--- config.mk ---
export PLATFORM = sky130hd
export DESIGN_NAME = instr_buffer
export DESIGN_NICKNAME = d
export VERILOG_FILES = /design/src/rtl/instr_buffer.sv
export SDC_FILE = /design/constraint.sdc
export NUM_CORES = 1
export LEC_CHECK = 0
export ABC_AREA = 1
export CAP_MARGIN = 40
export CORE_UTILIZATION = 55
export CTS_CLUSTER_SIZE = 24
export DETAILED_ROUTE_END_ITERATION = 7
export GPL_ROUTABILITY_DRIVEN = 0
export MAX_ROUTING_LAYER = met4
export PLACE_DENSITY = 0.84
export SYNTH_ARGS = -nofsm -noshare
export SYNTH_HDL_FRONTEND = slang
export SYNTH_SLANG_ARGS = --single-unit
--- constraint.sdc ---
create_clock -name clk -period 4.25 [get_ports clk]
set_input_delay 0.425 -clock clk [delete_from_list [all_inputs] [get_ports clk]]
set_output_delay 0.425 -clock clk [all_outputs]
set_load 0.05 [all_outputs]
--- src/rtl/instr_buffer.sv ---
// instr_buffer -- fetch-to-decode instruction buffer.
//
// Small first-word-fall-through FIFO of {PC, instruction} pairs. Fetch pushes
// through a valid/ready handshake. Decode sees the head entry combinationally
// and pops it with out_ready. A flush (taken branch / redirect) discards every
// buffered entry, and it also drops any push offered in the same cycle.
//
// Optional feature: define IBUF_PREDECODE_EN to store a per-entry
// control-flow bit (JAL/JALR/BRANCH opcode) and present it on out_is_ctrl.
// Without the macro, out_is_ctrl is tied to 0 and no extra storage is built.
//
// Ports:
//   clk, rst_n                      clock, asynchronous active-low reset
//   flush                           discard all entries
//   in_valid/in_ready/in_pc/in_instr     fetch side handshake + payload
//   out_valid/out_ready/out_pc/out_instr decode side handshake + payload
//   out_is_ctrl                     head entry is a control-flow instruction
//   count                           number of valid entries
module instr_buffer #(
    parameter int DEPTH = 4
) (
    input  logic                       clk,
    input  logic                       rst_n,
    input  logic                       flush,
    input  logic                       in_valid,
    output logic                       in_ready,
    input  logic [31:0]                in_pc,
    input  logic [31:0]                in_instr,
    output logic                       out_valid,
    input  logic                       out_ready,
    output logic [31:0]                out_pc,
    output logic [31:0]                out_instr,
    output logic                       out_is_ctrl,
    output logic [$clog2(DEPTH):0]     count
);
    localparam int AW = $clog2(DEPTH);
    localparam int CW = AW + 1;
    localparam logic [CW-1:0] FULL = CW'(DEPTH);

    typedef struct packed {
        logic [31:0] pc;
        logic [31:0] instr;
    } entry_t;

    entry_t          mem [DEPTH];
    logic [AW-1:0]   rd_ptr, wr_ptr;
    logic            push, pop;

    // Handshake flags come from registered count only, so out_ready never
    // reaches in_ready combinationally.
    assign in_ready  = (count != FULL);
    assign out_valid = (count != '0);

    // Flush swallows any push offered in the same cycle.
    assign push = in_valid && in_ready && !flush;
    assign pop  = out_valid && out_ready;

    // Payload storage needs no reset: the outputs are masked while empty.
    always_ff @(posedge clk) begin
        if (push) mem[wr_ptr] <= '{pc: in_pc, instr: in_instr};
    end

    always_ff @(posedge clk or negedge rst_n) begin
        if (!rst_n) begin
            rd_ptr <= '0;
            wr_ptr <= '0;
            count  <= '0;
        end else if (flush) begin
            rd_ptr <= '0;
            wr_ptr <= '0;
            count  <= '0;
        end else begin
            if (push) wr_ptr <= wr_ptr + AW'(1);
            if (pop)  rd_ptr <= rd_ptr + AW'(1);
            case ({push, pop})
                2'b10:   count <= count + CW'(1);
                2'b01:   count <= count - CW'(1);
                default: count <= count;
            endcase
        end
    end

    assign out_pc    = out_valid ? mem[rd_ptr].pc    : 32'h0;
    assign out_instr = out_valid ? mem[rd_ptr].instr : 32'h0;

`ifdef IBUF_PREDECODE_EN
    // Control-flow classification is done once at push time so decode sees
    // it straight out of a flop.
    logic [DEPTH-1:0] ctrl_mem;
    logic             ctrl_in;

    assign ctrl_in = (in_instr[6:0] == 7'b1101111) ||  // JAL
                     (in_instr[6:0] == 7'b1100111) ||  // JALR
                     (in_instr[6:0] == 7'b1100011);    // BRANCH

    always_ff @(posedge clk) begin
        if (push) ctrl_mem[wr_ptr] <= ctrl_in;
    end

    assign out_is_ctrl = out_valid && ctrl_mem[rd_ptr];
`else
    assign out_is_ctrl = 1'b0;
`endif

endmodule

After elaboration in Yosys (flattened, before gate mapping)
Memory sizes are Yosys's and may differ from the RTL's.
Index checks and enable logic that the tools add are counted.
{"block": "word_totals", "mem_count": 1, "out_inout_bits": 70, "rom_bits": 0, "elab_cells": 29, "latch_bits": 0, "reg_bits": 7, "ramBits": 256}
{"block": "classes", "shift": 0, "n_reduce_logical": 8, "n_mux": 10, "magnitude_cmp": 0, "add_sub_neg": 4, "bitwise_logic": 0, "n_mul": 0, "div": 0, "n_eq_ne": 3}
{"name": "mem", "depth": 4, "width": 64, "read_ports": 1, "rd_ports_with_merged_regs": 0, "wr": 1, "line_no": "45", "rtl": "entry_t mem [DEPTH];"}
{"cell": "$mux 32", "n": 2}
{"cell": "$mux 2", "n": 4}
{"cell": "$pmux 3 s2", "n": 1}
{"cell": "$reduce_bool 3->1", "n": 2}
{"cell": "$add 2x1->2 const B", "n": 2}
{"cell": "$reduce_bool 2->1", "n": 2}
{"cell": "$add 3x1->3 const B", "n": 1}
{"cell": "$logic_and 1x1->1", "n": 3}
{"cell": "$mux 3", "n": 1}
{"cell": "$ne 3x3->1 const B", "n": 1}
{"cell": "$sub 3x1->3 const B", "n": 1}
{"cell": "$eq 2x1->1 const B", "n": 1}
{"cell": "$eq 2x2->1 const B", "n": 1}
{"cell": "$mux 1", "n": 2}
{"cell": "$logic_not 1->1", "n": 1}

Depth between registers and ports, before layout
Gate-level depths: netlist (run 1).
{"block": "depth", "depth_word": 6, "ltp_mapped": 12}

Worst setup path before layout (run 1)
No wires, ideal clock.
{"block": "synth_path", "path_kind": "flip-flop to flip-flop", "start": "register count[1]", "end": "memory mem[0][0] (netlist bit), enable pin", "path_slack_ns": -0.420, "stages_incl_launch_ff": 5, "t_arrival_ns": 4.183, "required_time_ns": 3.763, "cell_sequence": "dfrtp_1 > nor2_1 > nand2_1 > nand3_2 > nor2_1"}
{"block": "synth_via", "elab_chain_len": 5}
{"item": "start, declared", "line_no": "34", "rtl": "output logic [$clog2(DEPTH):0] count"}
{"item": "start signal, assigned", "line_no": "76", "rtl": "2'b10: count <= count + CW'(1);"}
{"item": "start signal, assigned", "line_no": "77", "rtl": "2'b01: count <= count - CW'(1);"}
{"item": "start signal, assigned", "line_no": "78", "rtl": "default: count <= count;"}
{"item": "$ne 3x3->1", "line_no": "51", "rtl": "assign in_ready = (count != FULL);"}
{"item": "named net in_ready", "line_no": "26", "rtl": "output logic in_ready,"}
{"item": "$logic_and 1x1->1 (2 in a row)", "line_no": "55", "rtl": "assign push = in_valid && in_ready && !flush;"}
{"item": "$mux 1", "line_no": "60", "rtl": "if (push) mem[wr_ptr] <= '{pc: in_pc, instr: in_instr};"}
{"item": "$mux 1 (implied by the code)", "line_no": "60"}
{"item": "end, declared", "line_no": "45"}
The timed path passes the listed nets, and every way through them passes these cells.

Worst setup path in the final report (run 1)
{"block": "layout_path", "start": "register rd_ptr[0]", "end": "output out_instr[7]"}
{"block": "layout_via", "elab_chain_len": 2}
{"item": "start, declared", "line_no": "46", "rtl": "logic [AW-1:0] rd_ptr, wr_ptr;"}
{"item": "start signal, assigned", "line_no": "74", "rtl": "if (pop) rd_ptr <= rd_ptr + AW'(1);"}
{"item": "$mem_v2 4x64"}
{"item": "$mux 32", "line_no": "84", "rtl": "assign out_instr = out_valid ? mem[rd_ptr].instr : 32'h0;"}
{"item": "end, declared", "line_no": "32", "rtl": "output logic [31:0] out_instr,"}
Every way passes these cells.

==> results.env, run 1 <==
SEQ_AREA_FRAC_SYNTH_PCT=76.0
REGTOREGENDPOINT='count[2]$_DFFE_PN0P_'
CORE_AREA_UM2=18200
DR_TOTAL_VIAS=6696
INITIAL_CORE_UTIL_PCT=56.8
CRIT_END='out_instr[7]'
HOLD_VIOL=0
WORST_SKEW_PAIR.LATE_LATENCY_NS=0.51
LEAK_PWR_nW=4.35
CP.ARRIVAL_NS=3.41
POST_CTS_BUFFERS=0
WL_UM=22300
DRC=7
BIGGEST_FANOUT_ALONG_THE_WORST_TIMING_PATH=47
FINAL_SKEW_NS=0.00853
TIMING.FINAL.MAX_SLEW_VIOLATIONS=0
ACTUAL_SLEW_AT_THE_WORST_MAX_SLEW_PIN_NS=0.827
ANTENNA_FOUND_INITIAL=1
CP-START-KIND='flop'
RESIZED_AFTER_CTS=0
ROUTE.DETAILED.WL_PER_INST_UM=18.6
SYNTH-WARNING-COUNT=0
DESIGN.DIE.AREA_UM2=19400
LAYOUT_CELLS_SIZED_ABOVE_1_PCT=6.53
DIE_WIDTH_UM=139
CRITICAL-PATH-MAX-STAGE-DELAY_NS=0.75
N_FILL_CELL=1225
RSZ0062_AT_GRT='false'
WORST-PATH-BUF-INV=3
DRT_ITER0_MARKERS=472
SYNTHDOMINANTCELLAREASHARE_PCT=74.3
CLK_TRANSITION_REPORTED_PATHS_NS=0.07
PLACE.DETAILED.HPWL_UM=12900
FIN_CELLS=1195
TIMING.SLEW.HEADROOM_PCT=44.9
SETUP.WORST_PATH.CLASS='flop to output port'
POST_SYNTH_INSTANCE_AREA_UM2=10300
CTS_SINKS=263
SYN-MEAN-INSTANCE-AREA_UM2=12.7
WORST_PATH_DOMINANT_CELL_FAMILY='buffers and inverters'
SYNTHESIS.NETS=891
POWER_DENSITY_nW_PER_UM2=678
POST_SYNTHESIS_CELLS=817
NETS=1021
MAXCLOCKFREQUENCY_MHz=261
DIE_H_UM=139
SETUP_VIOLATIONS=0
VIA_PER_INST=5.60
MIN_PERIOD_NS=3.83
CTS_BUFFERS=25
TRACK_USAGE_PCT=23.9
AREA_GROWTH_PCT=23.9
TIMING.CRITICAL_PATH.REQUIRED_NS=3.83
DP_CELLS=1149
DR.PASS1.ITERS=7
FIRST_PASS_GRT_WIRE_LENGTH_UM=34800
FAILED_CHECKS='design-rule violations'
GR-TOTAL-OVERFLOW=0
WORSTSETUPSTARTPOINT='rd_ptr[0]$_DFFE_PN0P_'
IR_WORST_VDD_V=0.000547
CAP_VIOLATIONS=0
TIMING.REG2REG.WORST_PATH_DEPTH=12
MAX-CLOCK-PATH-BUFFERS=3
DETAIL-ROUTE-ANTENNA-NETS=0
TIMING.CRITICAL_PATH.SLOWEST_STAGE_CELL='sky130_fd_sc_hd__dfrtp_4'
YOSYS_REGISTER_BITS=263
CTS_HOLD_REPAIR.BUFFERS=0
WORST_SETUP_PATH_END_KIND='output port'
CTS-ROOT-BUF='sky130_fd_sc_hd__clkbuf_16'
GRT_MAX_DEGREE=65
H-TREE-DEPTH=1
YOSYS.CELL_TYPES.COUNT=23
TOP_LEVEL_PORTS=139
RRSETUPSLACK_NS=1.98
MOST_COMMON_LIBRARY_CELL_IN_THE_LAYOUT_IGNORING_FILL_AND_TAPS='sky130_fd_sc_hd__nor2_1'
CTS_TREE='done'
MOSTFREQUENTLAYOUTCELLS='sky130_fd_sc_hd__nor2_1 (257), sky130_fd_sc_hd__edfxtp_1 (256), sky130_fd_sc_hd__clkdlybuf4s50_1 (137)'
YOSYSTOPAREACELL='sky130_fd_sc_hd__edfxtp_1'
PATH_CELLS='clkinv_2, buf_4, o21ai_0, a21oi_1, clkdlybuf4s50_1'
MIN-DELAY-PATH-CLASS='input port to asynchronous set/reset pin'
SYNTH_TOP_CELLS_BY_AREA='sky130_fd_sc_hd__edfxtp_1 (74%), sky130_fd_sc_hd__nor2_1 (9.5%), sky130_fd_sc_hd__o21ai_0 (6.2%)'
CP_NUM_CELLS=5
WORSTREG2REGSTART='count[0]$_DFFE_PN0P_'
NUMBER_OF_GLOBAL_ROUTE_VIAS_BEFORE_REPAIR=6820
BUFFER_PORTS.INSERTED=137
OUTCOME='finished, violations left'
FIN_HOLD_WS_NS=0.192
ROWS=49
FINAL_MIN_PERIOD_OVER_CLOCK_PERIOD_PCT=90.1
per-layer routing:
metal / up-vias / share of wire [%] / track usage, %
met5: - / 0 / -
met4: 0 / 2.8 / 8.60
li1: 3145 / - / -
met1: 3223 / 39 / 28.3
met3: 42 / 6.4 / 3.14
met2: 286 / 52 / 41.8
state kept, by name (all words and copies together) (netlist names):
name and cells:
mem 256, count 3, rd_ptr 2, wr_ptr 2
cells in the mapped netlist, drive strengths merged:
cell type	number
edfxtp	256
clkinv	1
nor2	261
nand2	16
xnor2	1
dfrtp	7
o21ai	132
ha	4
nand3	7
a21boi	1
clkbuf	14
inv	14
conb	1
fa	1
buf	35
a21oi	66
worst reg2reg max path, delay by kind of cell (launching register included):
kind	cells	cell delay, ns
xor+xnor	1	0.23
fa+ha+maj	1	0.40
buf+inv	2	0.14
flops	1	0.44
simple gates	8	0.95
cell families after synthesis:
| group | share of synthesized area, % |
|---|---|
| flip-flops | 76.0 |
| buffers and inverters | 3.08 |
| other | 0.0362 |
| XOR/XNOR | 0.0846 |
| adder cells (fa/ha/maj) | 0.677 |
| AND/OR/NAND/NOR | 10.5 |
| AO/OA/AOI/OAI | 9.68 |
worst min path at each step:
stage	depth (start not counted)	end	start
after floorplan	0	count[0]$_DFFE_PN0P_	rst_n
after global placement	1	wr_ptr[0]$_DFFE_PN0P_	wr_ptr[0]$_DFFE_PN0P_
after detailed placement	2	count[1]$_DFFE_PN0P_	count[1]$_DFFE_PN0P_
after CTS	1	count[0]$_DFFE_PN0P_	rst_n
after global routing	1	rd_ptr[0]$_DFFE_PN0P_	rst_n
final	1	rd_ptr[0]$_DFFE_PN0P_	rst_n
where the power goes:
part	internal [mW]	switching (mW)	leakage, nW
logic	1.00	2.36	1.55
clock network	1.30	0.903	0.394
registers	3.03	0.0928	2.41
cell type report:
cell class	count	area, µm²	share of cell area [%]
Tap cell	229	287	2.24
Inverter	15	57.6	0.449
Clock inverter	14	148	1.15
Sequential cell	263	7870	61.4
Antenna cell	1	2.50	0.0195
Clock buffer	31	668	5.21
Multi-Input combinational cell	490	2200	17.1
Timing Repair Buffer	152	1590	12.4
stage by stage:
| step | worst slack (ns) | power (mW) | setup TNS [ns] | util [%] | instance area, µm² |
|---|---|---|---|---|---|
| 2_1_floorplan | -0.420 | 5.42 | -107.43 | - | 10300 |
| 3_3_place_gp | 1.06 | 6.47 | 0 | 65.8 | 12000 |
| 3_5_place_dp | 0.938 | 6.54 | 0 | 65.9 | 12000 |
| 4_1_cts | 0.376 | 8.73 | 0 | 70.4 | 12800 |
| 5_1_grt | 0.188 | 9.01 | 0 | 70.4 | 12800 |
| 6_report | 0.419 | 8.69 | 0 | 70.4 | 12800 |
Note: power is estimated with default switching activity, not from simulation.
==> inputs of run 2 (changes only) <==
--- a/config.mk
+++ b/config.mk
@@ -7,12 +7,14 @@
 export LEC_CHECK = 0
 export ABC_AREA = 1
 export CAP_MARGIN = 40
-export CORE_UTILIZATION = 55
+export CELL_PAD_IN_SITES_DETAIL_PLACEMENT = 1
+export CELL_PAD_IN_SITES_GLOBAL_PLACEMENT = 1
+export CORE_UTILIZATION = 44
 export CTS_CLUSTER_SIZE = 24
 export DETAILED_ROUTE_END_ITERATION = 7
 export GPL_ROUTABILITY_DRIVEN = 0
 export MAX_ROUTING_LAYER = met4
-export PLACE_DENSITY = 0.84
+export PLACE_DENSITY = 0.83
 export SYNTH_ARGS = -nofsm -noshare
 export SYNTH_HDL_FRONTEND = slang
 export SYNTH_SLANG_ARGS = --single-unit
==> run 2 against run 1 <==
The run now ends clean. Wire length rose by 15%. Maximum frequency rose by 5.3%. Final cell count rose by 6.9%. Global-route usage fell by 1.7 points. Clock skew rose by 0.0046 ns. Hold slack got worse by 0.013 ns. Sequential power barely moved. Non-clock buffer count fell by 1. Critical path depth rose by 1. Critical path type unchanged. Largest cell class unchanged. Highest routed layer unchanged.
==> results.env, run 2 (synthesis results as in run 1) <==
CTS-ROOT-BUF='sky130_fd_sc_hd__clkbuf_16'
WORST_PATH_DOMINANT_CELL_FAMILY='buffers and inverters'
CTS_SINKS=263
TIMING.CRITICAL_PATH.SLOWEST_STAGE_CELL='sky130_fd_sc_hd__clkdlybuf4s50_1'
LARGEST_REGISTER_FFS=256
POWER_DENSITY_nW_PER_UM2=673
H-TREE-DEPTH=1
CLK_TRANSITION_REPORTED_PATHS_NS=0.06
GLOBALROUTEMET3UTIL_PCT=2.98
SETUP_VIOLATIONS=0
CTS_TREE='done'
LAYOUT_CELLS_SIZED_ABOVE_1_PCT=5.92
CTS_HOLD_REPAIR.BUFFERS=0
DIE_WIDTH_UM=155
AREA_GROWTH_PCT=24.4
DR.PASS1.ITERS=4
TIMING.FINAL.MAX_SLEW_VIOLATIONS=0
PATH_CELLS='inv_2, buf_12, nor2_1, o21ai_0, a21oi_1, clkdlybuf4s50_1'
CP.ARRIVAL_NS=3.21
LAYOUT_TOP_REGISTERS='mem x256, count x3'
ROWS=55
BUFFER_PORTS.INSERTED=137
CORE_AREA_UM2=22800
MOSTFREQUENTLAYOUTCELLS='sky130_fd_sc_hd__nor2_1 (257), sky130_fd_sc_hd__edfxtp_1 (256), sky130_fd_sc_hd__clkdlybuf4s50_1 (137)'
SETUP.WORST_PATH.CLASS='flop to output port'
GR-USAGE-MET2_PCT=39.9
ROUTE.DETAILED.WL_PER_INST_UM=20.1
WL_UM=25700
OUTCOME='finished, final reports clean'
REGTOREGENDPOINT='mem[1][22]$_DFFE_PP_'
BIGGEST_FANOUT_ALONG_THE_WORST_TIMING_PATH=44
NET-SWITCHING-POWER_mW=3.42
VIA_PER_INST=5.28
DR_TOTAL_VIAS=6754
ANTENNA_FOUND_INITIAL=2
WORST_SKEW_PAIR.LATE_LATENCY_NS=0.52
ACTUAL_SLEW_AT_THE_WORST_MAX_SLEW_PIN_NS=0.649
GR-TOTAL-OVERFLOW=0
CAP_VIOLATIONS=0
FINAL_MIN_PERIOD_OVER_CLOCK_PERIOD_PCT=85.6
RESIZED_AFTER_CTS=0
FIN_UTIL_PCT=56.3
TIMING.SLEW.HEADROOM_PCT=56.7
MOST_COMMON_LIBRARY_CELL_IN_THE_LAYOUT_IGNORING_FILL_AND_TAPS='sky130_fd_sc_hd__nor2_1'
FIRST_PASS_GRT_WIRE_LENGTH_UM=39600
HOLD_VIOL=0
RSZ0062_AT_GRT='false'
DESIGN.DIE.AREA_UM2=24100
GRT_MAX_DEGREE=130
WORSTREG2REGSTART='count[1]$_DFFE_PN0P_'
TOP_LEVEL_PORTS=139
PWR-SHARE-CLK_PCT=24.5
CTS_BUFFERS=27
GRT-BUSIEST-LAYER='met2'
TRACK_USAGE_PCT=22.1
MIN_PERIOD_NS=3.64
DPL_CELL_AREA_UM2=12100
TIMING.CRITICAL_PATH.REQUIRED_NS=3.83
POWER.INTERNAL_mW=5.25
FINAL_SKEW_NS=0.0132
MAXCLOCKFREQUENCY_MHz=275
TIMING.REG2REG.WORST_PATH_DEPTH=5
DIE_H_UM=155
DRC=0
POSTLAYOUTCELLAREA_UM2=12900
IR_WORST_VDD_V=0.000531
SHARE_SEQ_OF_TOTAL_POWER_PCT=35.8
WORST_SETUP_PATH_END_KIND='output port'
DP_CELLS=1232
LARGEST-REGISTER='mem'
USE_MET1_PCT=25.3
MIN-DELAY-PATH-CLASS='input port to asynchronous set/reset pin'
NETS=1022
INITIAL_CORE_UTIL_PCT=45.3
WORST-PATH-BUF-INV=3
CP-START-KIND='flop'
CRITICAL-PATH-MAX-STAGE-DELAY_NS=0.85
MAX-CLOCK-PATH-BUFFERS=3
NUMBER_OF_GLOBAL_ROUTE_VIAS_BEFORE_REPAIR=7322
RRSETUPSLACK_NS=1.89
NET_SWITCHING_FRACTION_OF_THE_POWER_PCT=39.5
LEAK_PWR_nW=4.33
DETAIL-ROUTE-ANTENNA-NETS=0
PLACE.DETAILED.HPWL_UM=15000
DRT_ITER0_MARKERS=316
FIN_CELLS=1278
POST_CTS_BUFFERS=0
POWER_FRAC_COMB_PCT=39.8
-- run 2: changes by cell type in the layout (fill, tap and decap cells not counted) --
cell                         previous run  this run
sky130_fd_sc_hd__diode_2                1         2
sky130_fd_sc_hd__clkinvlp_4             2         0
sky130_fd_sc_hd__clkbuf_16             25        27
sky130_fd_sc_hd__clkbuf_8               2         0
sky130_fd_sc_hd__buf_16                 1         2
sky130_fd_sc_hd__clkinv_1               6         7
sky130_fd_sc_hd__bufinv_16              3         1
sky130_fd_sc_hd__clkinv_2               4         3
sky130_fd_sc_hd__clkbuf_1               4         7
sky130_fd_sc_hd__buf_12                 7         5
-- run 2: area by class of cell --
class                      count  area (µm²)
antenna                        2        5.00
clock buffer                  34         702
clock inverter                10        71.3
fill                        2334        9980
inverter                      15        57.6
multi-input combinational    490        2200
sequential                   263        7870
tap                          313         392
timing repair buffer         151        1580
-- run 2: routing by layer --
layer  share of wire [%]  vias to the layer above  wire length [µm]
met5                   0                        -                 0
met2                  54                      168             13800
li1                    -                     3145                 -
met4                 2.7                        0               697
met3                 3.9                       49               999
met1                  40                     3392             10200
-- run 2: power groups by stage --
stage               registers (mW)  logic, mW  clock network, mW
global placement              3.14       3.38                  0
detailed placement            3.15       3.46                  0
floorplan                     3.17       2.25                  0
CTS                           3.10       3.49               2.18
finish                        3.10       3.45               2.12
global route                  3.11       3.65               2.26
-- run 2: worst reg2reg max path: cells and delay by family, from the launching register on --
family / cells / cell delay (ns)
buf+inv: 1 / 0.50
simple gates: 4 / 1.05
flops: 1 / 0.43
-- run 2: per-stage QoR --
step           setup slack, ns  TNS (ns)  power (mW)  hold WS [ns]
2_1_floorplan           -0.420   -107.43        5.42         0.129
3_3_place_gp              1.22         0        6.52         0.546
3_5_place_dp              1.16         0        6.61         0.576
4_1_cts                  0.547         0        8.76         0.175
5_1_grt                  0.387         0        9.02         0.196
6_report                 0.612         0        8.67         0.179
-- run 2: worst max-delay path by stage --
stage / from / endpoint / slack, ns / depth (start not counted)
floorplan: count[1]$_DFFE_PN0P_ / mem[0][0]$_DFFE_PP_ / -0.42 / 4
global placement: rd_ptr[1]$_DFFE_PN0P_ / out_pc[31] / 1.22 / 6
detailed placement: rd_ptr[1]$_DFFE_PN0P_ / out_instr[27] / 1.16 / 6
CTS: rd_ptr[1]$_DFFE_PN0P_ / out_instr[22] / 0.55 / 6
global route: rd_ptr[1]$_DFFE_PN0P_ / out_instr[13] / 0.39 / 6
finish: rd_ptr[1]$_DFFE_PN0P_ / out_instr[20] / 0.61 / 6
